[src/rtl/conv_pkg.sv]
// Shared types and defaults for the 1D convolution scheduler.
package conv_pkg;

  // Controller states; the encoding is visible on the debug port.
  typedef enum logic [2:0] {
    IDLE   = 3'd0,
    LOAD_W = 3'd1,
    LOAD_X = 3'd2,
    RUN    = 3'd3,
    DRAIN  = 3'd4,
    OUT    = 3'd5
  } state_t;

  localparam int N_IN_DEF    = 16;
  localparam int K_DEF       = 4;
  localparam int MAC_LAT_DEF = 3;

  // Number of valid-convolution outputs for an n_in-sample input and k taps.
  function automatic int calc_n_out(input int n_in, input int k);
    return n_in - k + 1;
  endfunction

endpackage

[src/rtl/tap_delay_line.sv]
// Carries {issue, first} for each issued tap down a LAT-deep pipe so the
// accumulator strobes line up with the product arriving from the multiplier.
module tap_delay_line #(
  parameter int LAT = 3
) (
  input  logic clk,
  input  logic reset,
  input  logic issue,
  input  logic first,
  output logic acc_load,
  output logic acc_en,
  output logic pending
);

  logic [LAT-1:0] issue_sr;
  logic [LAT-1:0] first_sr;

  // Shift register; cleared asynchronously so an abort drops every in-flight tap.
  always_ff @(posedge clk or negedge reset) begin
    if (!reset) begin
      issue_sr <= '0;
      first_sr <= '0;
    end else begin
      issue_sr[0] <= issue;
      first_sr[0] <= issue & first;
      for (int k = 1; k < LAT; k++) begin
        issue_sr[k] <= issue_sr[k-1];
        first_sr[k] <= first_sr[k-1];
      end
    end
  end

  assign acc_load = issue_sr[LAT-1] & first_sr[LAT-1];
  assign acc_en   = issue_sr[LAT-1] & ~first_sr[LAT-1];

  // A tap is still pending while it sits in any stage before the output stage.
  always_comb begin
    pending = 1'b0;
    for (int k = 0; k < LAT - 1; k++) begin
      pending = pending | issue_sr[k];
    end
  end

endmodule

[src/rtl/conv1d_sched.sv]
// Scheduler for a 1D valid convolution: streams kernel and samples into the
// shared memories, then walks one output window at a time through the MAC.
//
// Handshakes: a beat transfers on a rising clk edge where valid and ready are
// both high. valid, once raised by a producer, is not made to depend on ready;
// output_valid is held with a stable out_idx until output_ready is seen.
module conv1d_sched
  import conv_pkg::*;
#(
  parameter  int N_IN    = N_IN_DEF,
  parameter  int K       = K_DEF,
  parameter  int MAC_LAT = MAC_LAT_DEF,
  localparam int N_OUT   = calc_n_out(N_IN, K),
  localparam int AW_X    = $clog2(N_IN),
  localparam int AW_W    = $clog2(K),
  localparam int OW      = (N_OUT > 1) ? $clog2(N_OUT) : 1
) (
  input  logic            clk,
  input  logic            reset,
  input  logic            input_valid,
  output logic            input_ready,
  input  logic            new_kernel,
  output logic            wr_en_w,
  output logic            wr_en_x,
  output logic [AW_W-1:0] addr_w,
  output logic [AW_X-1:0] addr_x,
  output logic            acc_load,
  output logic            acc_en,
  output logic            output_valid,
  input  logic            output_ready,
  output logic [OW-1:0]   out_idx,
  output logic            busy,
  output state_t          state_dbg
);

  state_t          state_q, state_d;
  logic            kernel_loaded_q, kernel_loaded_d;
  logic [AW_X-1:0] cnt_q, cnt_d;
  logic [OW-1:0]   i_q, i_d;
  logic [AW_W-1:0] j_q, j_d;
  logic            issue, first, pending;

  // State and counter registers.
  always_ff @(posedge clk or negedge reset) begin
    if (!reset) begin
      state_q         <= IDLE;
      kernel_loaded_q <= 1'b0;
      cnt_q           <= '0;
      i_q             <= '0;
      j_q             <= '0;
    end else begin
      state_q         <= state_d;
      kernel_loaded_q <= kernel_loaded_d;
      cnt_q           <= cnt_d;
      i_q             <= i_d;
      j_q             <= j_d;
    end
  end

  // Next state, counters and all strobes/addresses.
  always_comb begin
    state_d         = state_q;
    kernel_loaded_d = kernel_loaded_q;
    cnt_d           = cnt_q;
    i_d             = i_q;
    j_d             = j_q;
    input_ready     = 1'b0;
    wr_en_w         = 1'b0;
    wr_en_x         = 1'b0;
    addr_w          = '0;
    addr_x          = '0;
    issue           = 1'b0;
    first           = 1'b0;
    output_valid    = 1'b0;
    case (state_q)
      IDLE: begin
        input_ready = 1'b1;
        if (input_valid) begin
          // The first beat decides whether a kernel precedes the samples.
          if (new_kernel || !kernel_loaded_q) begin
            wr_en_w = 1'b1;
            state_d = LOAD_W;
          end else begin
            wr_en_x = 1'b1;
            state_d = LOAD_X;
          end
          cnt_d = AW_X'(1);
        end
      end
      LOAD_W: begin
        input_ready = 1'b1;
        addr_w      = cnt_q[AW_W-1:0];
        if (input_valid) begin
          wr_en_w = 1'b1;
          if (cnt_q == AW_X'(K - 1)) begin
            kernel_loaded_d = 1'b1;
            cnt_d           = '0;
            state_d         = LOAD_X;
          end else begin
            cnt_d = cnt_q + 1'b1;
          end
        end
      end
      LOAD_X: begin
        input_ready = 1'b1;
        addr_x      = cnt_q;
        if (input_valid) begin
          wr_en_x = 1'b1;
          if (cnt_q == AW_X'(N_IN - 1)) begin
            cnt_d   = '0;
            i_d     = '0;
            j_d     = '0;
            state_d = RUN;
          end else begin
            cnt_d = cnt_q + 1'b1;
          end
        end
      end
      RUN: begin
        // One tap per cycle; the highest sample address is N_IN-1.
        addr_w = j_q;
        addr_x = AW_X'(i_q) + AW_X'(j_q);
        issue  = 1'b1;
        first  = (j_q == '0);
        if (j_q == AW_W'(K - 1)) begin
          state_d = DRAIN;
        end else begin
          j_d = j_q + 1'b1;
        end
      end
      DRAIN: begin
        // Once only the output stage can hold a tap, the sum is complete next cycle.
        if (!pending) begin
          state_d = OUT;
        end
      end
      OUT: begin
        output_valid = 1'b1;
        if (output_ready) begin
          if (i_q == OW'(N_OUT - 1)) begin
            state_d = IDLE;
          end else begin
            i_d     = i_q + 1'b1;
            j_d     = '0;
            state_d = RUN;
          end
        end
      end
      default: begin
        state_d = IDLE;
      end
    endcase
  end

  tap_delay_line #(
    .LAT(MAC_LAT)
  ) u_taps (
    .clk     (clk),
    .reset   (reset),
    .issue   (issue),
    .first   (first),
    .acc_load(acc_load),
    .acc_en  (acc_en),
    .pending (pending)
  );

  assign out_idx   = i_q;
  assign busy      = (state_q != IDLE);
  assign state_dbg = state_q;

endmodule
[config.mk]
export PLATFORM = sky130hd
export DESIGN_NAME = conv1d_sched
export DESIGN_NICKNAME = d
export VERILOG_FILES = /design/src/rtl/conv_pkg.sv /design/src/rtl/tap_delay_line.sv /design/src/rtl/conv1d_sched.sv
export SDC_FILE = /design/constraint.sdc
export NUM_CORES = 1
export LEC_CHECK = 0
export ABC_AREA = 0
export BUFFER_PORTS_ARGS = -buffer_cell sky130_fd_sc_hd__buf_4
export CORE_ASPECT_RATIO = 0.5
export CORE_MARGIN = 8
export CORE_UTILIZATION = 49
export DETAILED_ROUTE_END_ITERATION = 8
export PLACE_DENSITY = 0.74
export SYNTH_ARGS = -nofsm -noshare
export SYNTH_HDL_FRONTEND = slang
export SYNTH_SLANG_ARGS = --single-unit
[constraint.sdc]
create_clock -name clk -period 1.45 [get_ports clk]
set_input_delay 0.0725 -clock clk [delete_from_list [all_inputs] [get_ports clk]]
set_output_delay 0.0725 -clock clk [all_outputs]
set_load 0.02 [all_outputs]
---- Word level (Yosys, flattened, before mapping) ----
Cells that the tools add are included.
storage, ports and cells
  memories ................................ 0
  ROM bits ................................ 0
  bits in writable memories ............... 0
  latch bits .............................. 0
  output and inout port bits .............. 20
  word-level logic and storage cells ...... 90
  flip-flop bits (word level) ............. 20
cells by class
  reduce and logical (&&, ||, !) cells .... 14
  multiply operators ...................... 0
  add/sub/neg operators ................... 4
  shift operators ......................... 0
  div/mod/pow operators ................... 0
  magnitude comparators ................... 0
  eq/ne operators ......................... 19
  bitwise operators ....................... 5
  multiplexer cells ....................... 41
operator list
  operator               number
  $mux W4                9
  $mux W3                8
  $ne A2 B2 Y1 const B   10
  $pmux W3 S6            1
  $pmux W4 S2            2
  $mux W2                7
  $pmux W4 S3            1
  $mux W1                9
  $reduce_bool A3 Y1     3
  $add A4 B1 Y4 const B  2
  $eq A4 B4 Y1 const B   2
  $reduce_and A8 Y1      1
  $eq A3 B2 Y1 const B   2
  $eq A3 B3 Y1 const B   2
  $pmux W2 S3            1
  $reduce_and A6 Y1      1
  $reduce_and A5 Y1      1
  $add A4 B2 Y4          1
  $eq A4 B2 Y1 const B   1
  $pmux W1 S2            2
  $pmux W2 S2            1
  $reduce_and A4 Y1      1
  $and A1 B1 Y1          3
  $eq A3 B1 Y1 const B   1
  other kinds (11)       11

---- Longest topological paths before layout ----
Gate-level depths: netlist of the first run.
  depth after elaboration ................. 5
  mapped depth ............................ 7
  mapped depth without buffers ............ 7

---- Cells and area by module ----
A second synthesis of the first run with hierarchy kept.
unflattened totals
  cell total of the unflattened synthesis .. 147
  area, all modules ....................... 1357.6 µm²
modules (own cells, without submodules)
  module          area each (µm²)  instances  cells each
  conv1d_sched    1178.6           1          137
  tap_delay_line  178.9            1          10

---- Worst setup path before layout of the first run ----
No wires, ideal clock.
  path type ............................... register to output
  start ................................... register i_q[0], in the netlist out_idx[0]
  end ..................................... output port addr_x[2]
  stages on the path, launching flop included .. 5
  path buffers ............................ 0
  arrival ................................. 1.835 ns
  required time ........................... 1.378 ns
  path slack .............................. -0.458 ns
  cell sequence ........................... dfrtp_1 -> ha_1 -> fa_1 -> xnor2_1 -> a211oi_1
between the ends
  cells in the longest elaborated chain, start to end .. 2
RTL lines
  what                      RTL line             source
  start: declaration        conv1d_sched.sv:39   logic [OW-1:0] i_q, i_d;
  start signal: assignment  conv1d_sched.sv:55   i_q <= i_d;
  $add A4 B2 Y4             conv1d_sched.sv:122  addr_x = AW_X'(i_q) + AW_X'(j_q);
  $pmux W4 S2               conv1d_sched.sv:75   case (state_q)
  end: declaration          conv1d_sched.sv:26   output logic [AW_X-1:0] addr_x,
Every way passes these cells.

---- Worst setup path in the final report of the first run ----
  start ................................... register j_q[0]
  end ..................................... output port addr_x[2]
between the ends
  cells in the longest elaborated chain, start to end .. 2
RTL lines
  what                      RTL line             source
  start: declaration        conv1d_sched.sv:40   logic [AW_W-1:0] j_q, j_d;
  start signal: assignment  conv1d_sched.sv:56   j_q <= j_d;
  $add A4 B2 Y4             conv1d_sched.sv:122
  $pmux W4 S2               conv1d_sched.sv:75
Every way passes these cells.

==> results of run 1 <==
==> sequential cells by signal, summed over array words and instances (netlist names) <==
signal	count
out_idx	4
u_taps.issue_sr	3
kernel_loaded_q	1
u_taps.first_sr	3
j_q	2
cnt_q	4
state_dbg	3
==> cells in the mapped netlist (3+ instances only) <==
library cell  number  area share, %
a211oi_1           3            1.7
a21oi_1            9            3.4
buf_2              3            1.1
clkbuf_1           3           0.85
dfrtp_1           20             38
ha_1               7            6.6
inv_1              7            2.0
mux2i_1            7            5.3
nand2_1           12            3.4
nand3_1            8            3.0
nor2_1            14            4.0
nor2b_1            4            1.9
nor3_1             4            1.5
o21ai_0            3            1.1
==> metal layers <==
layer | vias up | wire, um
li1 | 690 | -
met1 | 816 | 2623
met2 | 188 | 3141
met3 | 68 | 865
met4 | 0 | 396
met5 | - | 0
==> cells by family (layout without fill, tap and decap cells) <==
group / count (synthesis) / after routing / synth area share [%]
flops: 20 / 20 / 37.91
fa+ha+maj: 8 / 8 / 8.151
compound gates: 34 / 34 / 18.96
buf+inv: 15 / 101 / 5.118
simple gates: 57 / 57 / 22.37
mux: 8 / 8 / 6.161
xor+xnor: 2 / 2 / 1.327
==> stage by stage <==
step	instances	instance area, um^2	setup slack, ns	TNS [ns]	utilization (%)
3_5_place_dp	235	1906	-0.1504	-0.9415	74.15
6_report	267	2465	-0.4157	-3.895	95.91
2_1_floorplan	144	1445	-0.1406	-0.6882	-
3_3_place_gp	235	1906	-0.08425	-0.4169	74.15
5_1_grt	267	2465	-0.4777	-4.606	95.91
4_1_cts	251	2163	-0.3465	-1.829	84.18
==> tightest hold or removal path, stage by stage <==
cell	delay, ns
buf_4	0.14
a21oi_1	0.08
a21o_1	0.16
==> final timing paths <==
kind	start	end	slack, ns	cells past startpoint
min in group asynchronous	reset	cnt_q[3]	0.26	2
setup reg to reg	out_idx[0]	out_idx[1]	-0.28	8
hold reg to reg	u_taps.first_sr[0]	u_taps.first_sr[1]	0.37	0
setup / recovery	j_q[0]	addr_x[2]	-0.42	5
max in group asynchronous	reset	out_idx[1]	0.95	2
hold / removal	output_ready	state_dbg[2]	0.23	3
==> cell usage in the layout, fill, tap and decap left out, drive strengths merged, types with 7 or more instances in the layout <==
| master | n |
|---|---|
| buf | 89 |
| a21oi | 9 |
| mux2i | 7 |
| nor2 | 16 |
| nand3 | 9 |
| ha | 7 |
| dfrtp | 20 |
| inv | 7 |
| nand2 | 12 |
==> power groups by stage <==
stage | Combinational [mW] | Clock [mW] | Sequential, mW
final | 3.83 | 0.563 | 1.01
after global placement | 2.45 | 0 | 0.956
after floorplan | 1.44 | 0 | 0.936
after CTS | 2.84 | 0.578 | 0.965
after detailed placement | 2.50 | 0 | 0.975
after global routing | 3.94 | 0.592 | 1.02
==> cell type report <==
| type | count | area [um^2] |
|---|---|---|
| clock buffer | 3 | 41.29 |
| timing repair buffer | 90 | 769.5 |
| clock inverter | 1 | 30.03 |
| multi-input combinational | 109 | 1039 |
| sequential | 20 | 508.0 |
| fill | 59 | 105.1 |
| tap | 37 | 46.29 |
| inverter | 7 | 31.28 |
==> timing repair <==
action / CTS / global route
gates resized for setup: 26 / 39
setup buffers: 11 / 16
hold endpoints to repair: 20 / 0
pin swaps: 9 / 13
hold buffers: 1 / 0
setup endpoints to repair: 17 / 22
==> flow_summary.yaml, run 1 <==
outcome:
  outcome: "complete, but fails checks"
  violations: "setup timing"
critical_path:
  path_buf_inv: 1
  endpoint_kind: "output pin"
  critical-path-top-delay-family: "adder cells"
  crit_type: "flip-flop to output pin"
  worstPathMaxFanout: 2
  cp_cell_sequence: "ha_4 -> fa_2 -> xnor2_1 -> a211oi_2 -> buf_4"
  max_stage_delay_ns: 0.43
  worstPathArrival_ns: 1.79
  startpoint_type: "flip-flop"
  cpMaxStageDelayCell: "dfrtp_1"
  required_ns: 1.38
logic_synthesis:
  synth-seq-cells: 20
  async_reset_ff_share_pct: 100.0
  synth-main-ff-cell: "dfrtp_1"
  synth_cells: 144
  synth-edff-count: 0
  synth_nets: 157
  synth_seq_area_share_pct: 37.91
  ys_warn_count: 0
  synth.distinct_cells: 45
  syn_avg_cell_area_um2: 9.167
  syn-cell-area_um2: 1320
routing:
  via_count: 1762
  drtIter0Drc: 229
  drtPass1Iterations: 5
  drt-wirelength-per-cell_um: 26.32
  via_per_inst: 6.599
  wl_um: 7027
  ant_nets: 0
  drc: 0
floorplanning:
  io_pins: 25
  start_util_pct: 51.36
  num_rows: 13
  dieArea_um2: 4711
  core_area_um2: 2570
  die_y_um: 52.70
  die_width_um: 89.40
global_route:
  busiest_layer: "met2"
  grt_pass1_vias: 1542
  grt_use_met1_pct: 28.00
  overflow: 0
  antenna_found_initial: 0
  grt_pass1_wl_um: 7776
  grt_max_degree: 21
  groute.layer.met3.usage_pct: 6.563
  grt.met2_usage_pct: 34.27
  track_usage_pct: 21.99
sta:
  max_freq_mhz: 536.0
  fin_ws_ns: -0.4157
  period_needed_ns: 1.866
  slew_headroom_pct: 74.58
  holdWs_ns: 0.2320
  setup_viol: 21
  hold_viol_final: 0
  max_slew.worst_pin.slew_ns: 0.3788
  period_share_pct: 128.7
  rsz0062_at_grt: "true"
  drv_slew: 0
  finClkSkew_ns: 0.005143
final_layout:
  area_delta_synth_final_pct: 86.73
  drive_gt1_share_pct: 64.78
  diodes: 0
  fin_nets: 244
clock_tree:
  path_clk_slew_ns: 0.08
  clockRootBuffer: "clkbuf_8"
  numClockSinks: 20
  htreeDepth: 1
  clock_latency_ns: 0.26
  clock_path_buffers: 2
  cts_tree: "done"
  cts_buffers: 3
power:
  p_int_mw: 2.995
  total_power_mw: 5.402
  p_clk_share_pct: 10.4
  p_leak_nw: 1.140
  power_density_nw_per_um2: 2192
  p_switching_mw: 2.407
  vdd_drop_max_v: 0.001706
  sequentialPowerShare_pct: 18.6
  switching_share_pct: 44.56
  p_comb_share_pct: 71.0
placement:
  dpl.hpwl_um: 3037
  port_buffers: 24
  gp_congestion: 0.9314
job:
  drv_cap: 0
hold_path:
  hold_path_class: "input port to flip-flop"
(Power assumes the default switching activity.)
==> inputs of run 2 (changes only) <==
--- a/config.mk
+++ b/config.mk
@@ -9,9 +9,9 @@
 export BUFFER_PORTS_ARGS = -buffer_cell sky130_fd_sc_hd__buf_4
 export CORE_ASPECT_RATIO = 0.5
 export CORE_MARGIN = 8
-export CORE_UTILIZATION = 49
+export CORE_UTILIZATION = 39
 export DETAILED_ROUTE_END_ITERATION = 8
-export PLACE_DENSITY = 0.74
+export PLACE_DENSITY = 0.61
 export SYNTH_ARGS = -nofsm -noshare
 export SYNTH_HDL_FRONTEND = slang
 export SYNTH_SLANG_ARGS = --single-unit
==> run 2 against run 1 <==
Net effect: the run still ends with setup timing left; flip-flop and latch count is the same; largest cell class unchanged; critical path depth stayed put; final cell count stayed put; worst hold slack got worse by 0.042 ns; combinational power is 20% lower; critical path type unchanged; clock power increased by 2%.
==> flow_summary.yaml, run 2 (synthesis results as in run 1) <==
outcome:
  outcome: "complete, but fails checks"
  violations: "setup timing"
final_layout:
  final_cell_mix: "66 x buf_4, 16 x buf_6, 15 x dfrtp_1, 9 x nand2_1, 8 x nor2_1"
  fillers: 229
  layout_commonest_cell: "buf_4"
  fin_nets: 239
  area_delta_synth_final_pct: 78.10
  diodes: 0
  drive_gt1_share_pct: 59.56
floorplanning:
  die_width_um: 98.28
  core_area_um2: 3341
  die_y_um: 57.14
  dieArea_um2: 5615
  io_pins: 25
  num_rows: 15
  start_util_pct: 39.51
clock_tree:
  clock_latency_ns: 0.27
  cts_tree: "done"
  cts_buffers: 3
  htreeDepth: 1
  numClockSinks: 20
  path_clk_slew_ns: 0.08
  clock_path_buffers: 2
  clockRootBuffer: "clkbuf_8"
power:
  switching_share_pct: 41.17
  p_int_mw: 2.724
  power_density_nw_per_um2: 1969
  p_switching_mw: 1.906
  p_comb_share_pct: 66.0
  total_power_mw: 4.630
  p_clk_share_pct: 12.5
  sequentialPowerShare_pct: 21.5
  vdd_drop_max_v: 0.001172
  p_leak_nw: 1.107
placement:
  port_buffers: 24
  dpl.hpwl_um: 2910
  gp_congestion: 0.8798
  pre_cts_ws_ns: -0.1151
critical_path:
  reg2reg_depth: 6
  r2r_setup_slack_ns: -0.21
  timing.rr.end: "j_q[0]"
  path_buf_inv: 1
  worstPathArrival_ns: 1.71
  r2r-start: "j_q[0]"
  crit_type: "flip-flop to output pin"
  worstPathMaxFanout: 2
  required_ns: 1.38
  max_stage_delay_ns: 0.44
  endpoint_kind: "output pin"
  critical-path-top-delay-family: "adder cells"
  startpoint_type: "flip-flop"
  cpMaxStageDelayCell: "dfrtp_2"
  cp_cell_sequence: "ha_4 -> fa_2 -> xnor2_1 -> a211oi_2 -> buf_4"
routing:
  drtPass1Iterations: 4
  drc: 0
  ant_nets: 0
  via_per_inst: 5.180
  via_count: 1383
  drtIter0Drc: 57
  wl_um: 4230
  drt-wirelength-per-cell_um: 15.84
global_route:
  grt_pass1_wl_um: 6782
  grt_pass1_vias: 1388
  antenna_found_initial: 0
  overflow: 0
  track_usage_pct: 15.06
  grt_max_degree: 21
hold_path:
  hold_end: "state_dbg[2]"
  hold_path_class: "input port to flip-flop"
  timing.hold.worst_path_depth: 3
  hp-start: "output_ready"
job:
  drv_cap: 0
sta:
  rsz0062_at_grt: "true"
  slew_headroom_pct: 80.33
  setup_viol: 13
  period_share_pct: 122.8
  finClkSkew_ns: 0.002347
  max_freq_mhz: 561.7
  hold_viol_final: 0
  max_slew.worst_pin.slew_ns: 0.2951
  fin_ws_ns: -0.3304
  period_needed_ns: 1.780
  drv_slew: 0
==> run 2: routing by layer <==
layer / GRT usage, % / wire length (um) / vias to the layer above
met5: 0 / 0 / -
met4: 4.104 / 38 / 0
met3: 3.879 / 140 / 4
met2: 26.11 / 2062 / 21
met1: 18.21 / 1989 / 672
li1: - / - / 686
==> run 2: final cells by class <==
cell class	instances	area, um^2	share of cell area [%]
Multi-Input combinational cell	109	980.9	41.72
Timing Repair Buffer	85	710.7	30.23
Sequential cell	20	506.7	21.55
Tap cell	42	52.55	2.235
Clock buffer	3	41.29	1.756
Clock inverter	1	30.03	1.277
Inverter	7	28.78	1.224
==> run 2: power groups by stage <==
stage	Combinational (mW)	Sequential (mW)	Clock, mW
after floorplan	1.44	0.936	0
after global placement	2.46	0.964	0
after detailed placement	2.48	0.975	0
after CTS	2.75	0.979	0.582
after global routing	3.27	1.02	0.612
final	3.06	0.997	0.577
==> run 2: timing repair <==
item                                    in CTS  in global routing
buffers inserted                            10                  7
hold buffers                                 1                  0
endpoints found under the setup margin      18                 21
pin swaps                                   10                  9
hold endpoints to repair                    20                  0
gates cloned                                 0                  1
gates resized for setup                     22                 23
==> run 2: tightest hold or removal path: stages <==
cell and delay (ns):
buf_4 0.13, a21oi_1 0.07, a21o_1 0.14
==> run 2: how the worst max path moves through the flow <==
stage,cells past startpoint,to,from,slack (ns)
after floorplan,6,j_q[0],state_dbg[0],-0.14
after global placement,4,j_q[0],j_q[0],-0.1
after detailed placement,6,cnt_q[3],cnt_q[0],-0.12
after CTS,5,addr_x[2],out_idx[0],-0.34
after global routing,5,addr_x[2],out_idx[0],-0.42
final,5,addr_x[2],out_idx[0],-0.33
==> run 2: through the flow <==
stage	std cells	setup TNS, ns	instance area, um^2	util (%)	hold WS, ns
after global routing	267	-3.245	2351	70.37	0.1832
final	267	-2.056	2351	70.37	0.1896
after detailed placement	244	-0.7615	1954	58.50	-0.02715
after floorplan	144	-0.6882	1445	-	-0.2231
after global placement	244	-0.5025	1954	58.50	-0.03007
after CTS	259	-1.650	2193	65.66	0.1579
